`src/rtl/stream_fifo.sv`:
```
// First-word-fall-through FIFO with valid/ready on both sides, a registered-read RAM,
// a one-word prefetch stage and an output holding register for zero-bubble streaming.
module stream_fifo #(
    parameter int unsigned WORD_SIZE           = 8,
    parameter int unsigned ADDR_WIDTH          = 8,
    parameter int unsigned NUM_WORDS           = 256,
    parameter int unsigned ALMOST_FULL         = NUM_WORDS - 4,
    parameter int unsigned USE_XILINX_BLOCKRAM = 1
) (
    input  logic                  clk,
    input  logic                  reset_n,
    input  logic                  flush,
    input  logic                  in_valid,
    output logic                  in_ready,
    input  logic [WORD_SIZE-1:0]  in_data,
    output logic                  out_valid,
    input  logic                  out_ready,
    output logic [WORD_SIZE-1:0]  out_data,
    output logic [ADDR_WIDTH:0]   count,
    output logic                  almost_full,
    output logic                  empty
);

    localparam logic [ADDR_WIDTH:0]   FullCount   = (ADDR_WIDTH + 1)'(NUM_WORDS);
    localparam logic [ADDR_WIDTH:0]   AlmostCount = (ADDR_WIDTH + 1)'(ALMOST_FULL);
    localparam logic [ADDR_WIDTH-1:0] LastAddr    = ADDR_WIDTH'(NUM_WORDS - 1);

    logic [WORD_SIZE-1:0]  mem [NUM_WORDS];
    logic [ADDR_WIDTH-1:0] wr_ptr_q, rd_ptr_q;
    logic [ADDR_WIDTH:0]   count_q, ram_level;
    logic                  stage_valid_q, out_valid_q;
    logic [WORD_SIZE-1:0]  stage_data_q, out_data_q;
    logic                  clear, push, pop, out_load, rd_en;

    assign clear    = ~reset_n | flush;
    assign in_ready = (count_q != FullCount) & ~flush & reset_n;
    assign push     = in_valid & in_ready;
    assign pop      = out_valid_q & out_ready & ~clear;
    // The prefetch stage moves into the output register whenever that register frees up.
    assign out_load = stage_valid_q & (~out_valid_q | pop);
    // Words still sitting in the RAM, not yet read into the prefetch stage.
    assign ram_level = count_q - (ADDR_WIDTH + 1)'(stage_valid_q)
                               - (ADDR_WIDTH + 1)'(out_valid_q);
    // Only words written on an earlier edge are read, so a same-address write is never seen early.
    assign rd_en = ~clear & (ram_level != '0) & (~stage_valid_q | out_load);

    always_ff @(posedge clk) begin
        if (push) begin
            mem[wr_ptr_q] <= in_data;
        end
    end

    generate
        if (USE_XILINX_BLOCKRAM != 0) begin : g_block_ram
            always_ff @(posedge clk) begin
                if (rd_en) begin
                    stage_data_q <= mem[rd_ptr_q];
                end
            end
        end else begin : g_dist_ram
            logic [WORD_SIZE-1:0] ram_rd_word;
            assign ram_rd_word = mem[rd_ptr_q];
            always_ff @(posedge clk) begin
                if (rd_en) begin
                    stage_data_q <= ram_rd_word;
                end
            end
        end
    endgenerate

    always_ff @(posedge clk) begin
        if (clear) begin
            wr_ptr_q      <= '0;
            rd_ptr_q      <= '0;
            count_q       <= '0;
            stage_valid_q <= 1'b0;
            out_valid_q   <= 1'b0;
            out_data_q    <= '0;
        end else begin
            if (push) begin
                wr_ptr_q <= (wr_ptr_q == LastAddr) ? '0 : wr_ptr_q + 1'b1;
            end
            if (rd_en) begin
                rd_ptr_q <= (rd_ptr_q == LastAddr) ? '0 : rd_ptr_q + 1'b1;
            end
            count_q <= count_q + (ADDR_WIDTH + 1)'(push) - (ADDR_WIDTH + 1)'(pop);
            if (out_load) begin
                out_valid_q <= 1'b1;
                out_data_q  <= stage_data_q;
            end else if (pop) begin
                out_valid_q <= 1'b0;
            end
            if (rd_en) begin
                stage_valid_q <= 1'b1;
            end else if (out_load) begin
                stage_valid_q <= 1'b0;
            end
        end
    end

    assign out_valid   = out_valid_q;
    assign out_data    = out_data_q;
    assign count       = count_q;
    assign almost_full = count_q >= AlmostCount;
    assign empty       = count_q == '0;

endmodule

```
`config.mk`:
```
export PLATFORM = sky130hd
export DESIGN_NAME = stream_fifo
export DESIGN_NICKNAME = d
export VERILOG_FILES = /design/src/rtl/stream_fifo.sv
export SDC_FILE = /design/constraint.sdc
export NUM_CORES = 2
export LEC_CHECK = 0
export ABC_AREA = 1
export BUFFER_PORTS_ARGS = -buffer_cell sky130_fd_sc_hd__buf_2
export CORE_MARGIN = 4
export CORE_UTILIZATION = 33
export DETAILED_ROUTE_END_ITERATION = 10
export HOLD_SLACK_MARGIN = 0.03
export MAX_ROUTING_LAYER = met4
export PLACE_DENSITY = 0.5
export SLEW_MARGIN = 20
export SYNTH_ARGS = -nofsm -noshare
export SYNTH_HDL_FRONTEND = slang
export SYNTH_SLANG_ARGS = --single-unit
```
`constraint.sdc`:
```
create_clock -name clk -period 3.9 [get_ports clk]
set_input_delay 0.195 -clock clk [delete_from_list [all_inputs] [get_ports clk]]
set_output_delay 0.195 -clock clk [all_outputs]
set_load 0.05 [all_outputs]
```
==> results.json <==
{
  "cts.reportedPaths.clkPinSlew_ns": 0.06,
  "cap_violations": 0,
  "regToRegStartpoint": "count[6]",
  "critPathArrivalTime_ns": 4.17,
  "post_route_insts_no_fill": 12100,
  "grt_start_max_net_pins": 152,
  "synthAdderAreaFrac": 0.00483,
  "num_vias": 58700,
  "portBuffers": 33,
  "synth_area_leader_cell": "edfxtp_1",
  "drc": 0,
  "power.combinational.fraction": 0.041,
  "portion_of_the_post_synthesis_area_used_by_sequential_elements": 0.705,
  "setup_violations": 0,
  "ff2ff_path_depth": 12,
  "hold_violations": 0,
  "worst_hold_path.num_cells": 2,
  "num_io_pins": 34,
  "ir_worst_vdd_mv": 0.528,
  "initial_core_util": 0.333,
  "share_clk_of_total_power": 0.438,
  "portion_of_total_power_attributed_to_sequential_cells": 0.521,
  "post-dp-hpwl_mm": 156,
  "synth_xor_area_frac": 0.000988,
  "power.switching_mw": 10.5,
  "num_antenna_cells": 0,
  "postRouteWirelength_mm": 261,
  "synth_simple_gate_area_frac": 0.192,
  "fmaxAchievable_mhz": 270,
  "ys.warnings.count": 0,
  "setup.reg_to_reg.worst_slack_ns": 0.20,
  "worst_r2r_endpoint": "mem[8][0]",
  "clock_insertion_delay_worst_skew_ns": 0.87,
  "cellInternalPower_mw": 36.9,
  "grt_pass1_vias": 57500,
  "postSynthRegisterBits": 2091,
  "synthToLayoutAreaGrowth_pct": 14.1,
  "synth_top_cells_by_area": "edfxtp_1 (70%), nand2_1 (9.5%), nor2_1 (5.3%)",
  "slew_headroom": 0.245,
  "clockBufferDepth": 3,
  "yosysTopAreaCellShare": 0.697,
  "syn-mean-instance-area_um2": 10.8,
  "post_cts.repair.setup_buffers": 0,
  "row_count": 189,
  "leakage_power_summed_over_all_cells_nw": 37.8,
  "drt_pre_antenna_iters": 5,
  "grt-ovfl-total": 0,
  "post_route_cells_drive_above_1_share": 0.0827,
  "worst-setup-path-type": "flop to flop",
  "tritoncts.num_buffers": 219,
  "yosys.cell_types.count": 39,
  "first_pass_grt_wire_length_mm": 386,
  "postSynthNetCount": 8289,
  "drt-initial-drc-count": 5594,
  "crit_path_start_kind": "flop",
  "endpoint_kind": "flop",
  "die_area_um2": 277000,
  "fin_crit_sh": 0.949,
  "finalMaxSlewViolations": 0,
  "grt_antenna_before_repair": 3,
  "hold_path_class": "input port to flop",
  "route.antenna.remaining_nets": 0,
  "cts_max_level": 4,
  "die_h_um": 526,
  "worst_pin_slew_ns": 1.13,
  "hold_path.startpoint": "in_data[0]",
  "tritoncts": "done",
  "synth_top_family_by_area": "simple AND/OR/NAND/NOR gates",
  "total_nets_final": 8389,
  "post_synth_instance_area_um2": 88600,
  "syn-instance-count": 8243,
  "gr-usage-all-layers": 0.190,
  "finClkSkew_ns": 0.0376,
  "core_um2": 266000,
  "worst_case_hold_path_end_point": "mem[185][0]",
  "die_w_um": 526,
  "gp_routability_congestion": 0.867,
  "outcome": "complete, no violations",
  "clock_tree.root_cell": "clkbuf_16",
  "final_period_minus_worst_setup_slack_ns": 3.70,
  "power.share.switching": 0.221,
  "tritoncts_num_sinks": 2091,
  "power-per-cell-area_nw_per_um2": 469,
  "final.hold.worst_slack_ns": 0.359,
  "muxShareOfSynthArea": 0,
  "fillerInstances": 26100,
  "grt_setup_unrepaired": "false",
  "synthesized_area_fraction_occupied_by_ao_oa_aoi_and_oai_cells": 0.0427,
  "drt-wirelength-per-cell_um": 21.6,
  "worst-endpoint-required_ns": 4.37,
  "placed_cells_incl_taps": 11600,
  "vias_per_cell": 4.86,
  "final.setup.tns_ns": 0,
  "worstPathMaxFanout": 15
}
## cells in the final DEF (no fill, tap or decap), types with 6 or more instances in the layout
cell type	n
dfxtp_1	31
edfxtp_1	2056
nand3_1	730
nand3_2	7
a21oi_1	95
nand2_1	2223
clkinv_1	66
xor2_1	8
clkbuf_16	220
clkbuf_8	7
o21ai_0	409
buf_12	50
bufinv_16	19
buf_4	246
inv_2	6
nor2_2	6
dlygate4sd3_1	13
o21ai_1	140
clkbuf_1	37
or2_2	20
ha_1	31
buf_8	8
nor2_1	1253
clkinvlp_4	6
inv_1	641
clkinv_2	46
nand2_2	10
o211ai_1	56
buf_2	25
o22ai_1	8
## registers in the layout (all words and copies together), names as in the netlist
| name | count |
|---|---|
| mem | 2048 |
| count | 9 |
| out_data | 8 |
| rd_ptr_q | 8 |
| stage_data_q | 8 |
| wr_ptr_q | 8 |
| out_valid | 1 |
| stage_valid_q | 1 |
## layer usage
| layer | track usage | vias to the layer above | routed length (µm) |
|---|---|---|---|
| li1 | - | 27800 | - |
| met1 | 0.258 | 28900 | 118000 |
| met2 | 0.301 | 1669 | 124000 |
| met3 | 0.0238 | 333 | 13500 |
| met4 | 0.0499 | 0 | 6290 |
| met5 | - | - | 0 |
## critical path: stages, from the launching register on
cell and delay (ns):
dfxtp_1 0.50, inv_1 0.17, ha_1 0.25, nand2_1 0.10
nor2_1 0.06, nand2_1 0.05, nand2_1 0.06, inv_2 0.06
nand2_1 0.07, buf_4 0.19, nor2_2 0.22, nand2_2 0.68
nor2_1 0.85
## cells by family after synthesis
logic type                 after synthesis
and+or+nand+nor                       4266
DFF                                   2091
buffers and inverters                 1123
AOI/OAI and AO/OA                      720
adders and majority gates               33
xor gates and xnor gates                10
## Yosys cell counts (all sizes together)
master and number:
nand2 2233, nor2 1261, dfxtp 35, a21o 1, clkbuf 133, or2 21, clkinv 9, a221oi 2
xor2 8, ha 31, nor3 5, a21boi 2, o22ai 8, nand4 4, fa 2, o21a 2
nand3 737, and3 2, edfxtp 2056, xnor2 2, a211oi 1, inv 651, a21oi 95, and2 1
buf 330, nor4 1, o211ai 56, o21ai 549, nor3b 1, a31oi 4
## timing repair
action,in CTS,in global routing
gates resized for setup,0,0
hold buffers,13,0
endpoints found under the hold margin,599,0
## metrics by stage
step                power [mW]  setup WS (ns)  utilization  instance area [µm²]
floorplan                 26.1          0.223            -                88600
global placement          27.1          0.328        0.353                93900
detailed placement        27.1          0.241        0.353                93900
CTS                       47.8          0.196        0.380               101000
global route              48.9         0.0971        0.380               101000
finish                    47.4          0.200        0.380               101000
## area by class of cell
| cell class | instances | area, µm² | share of cell area |
|---|---|---|---|
| Clock buffer | 264 | 5740 | 0.0568 |
| Clock inverter | 147 | 1370 | 0.0135 |
| Inverter | 660 | 2500 | 0.0247 |
| Multi-Input combinational cell | 5029 | 21400 | 0.212 |
| Sequential cell | 2091 | 62500 | 0.618 |
| Tap cell | 3533 | 4420 | 0.0437 |
| Timing Repair Buffer | 342 | 3220 | 0.0319 |
## how the worst max path moves through the flow
stage	slack (ns)	start	to
after floorplan	0.22	count[4]	count[6]
after global placement	0.33	count[6]	mem[88][2]
after detailed placement	0.24	count[6]	mem[8][7]
after CTS	0.20	count[6]	mem[8][0]
after global routing	0.1	count[6]	mem[8][0]
final	0.20	count[6]	mem[8][0]
## power groups by stage
| stage | sequential [mW] | combinational (mW) | clock [mW] |
|---|---|---|---|
| 2_1_floorplan | 25.2 | 0.943 | 0 |
| 3_3_place_gp | 25.2 | 1.95 | 0 |
| 6_report | 24.7 | 1.94 | 20.7 |
| 4_1_cts | 24.7 | 1.96 | 21.2 |
| 5_1_grt | 24.7 | 2.13 | 22.1 |
| 3_5_place_dp | 25.2 | 1.95 | 0 |
(Power assumes the default switching activity.)
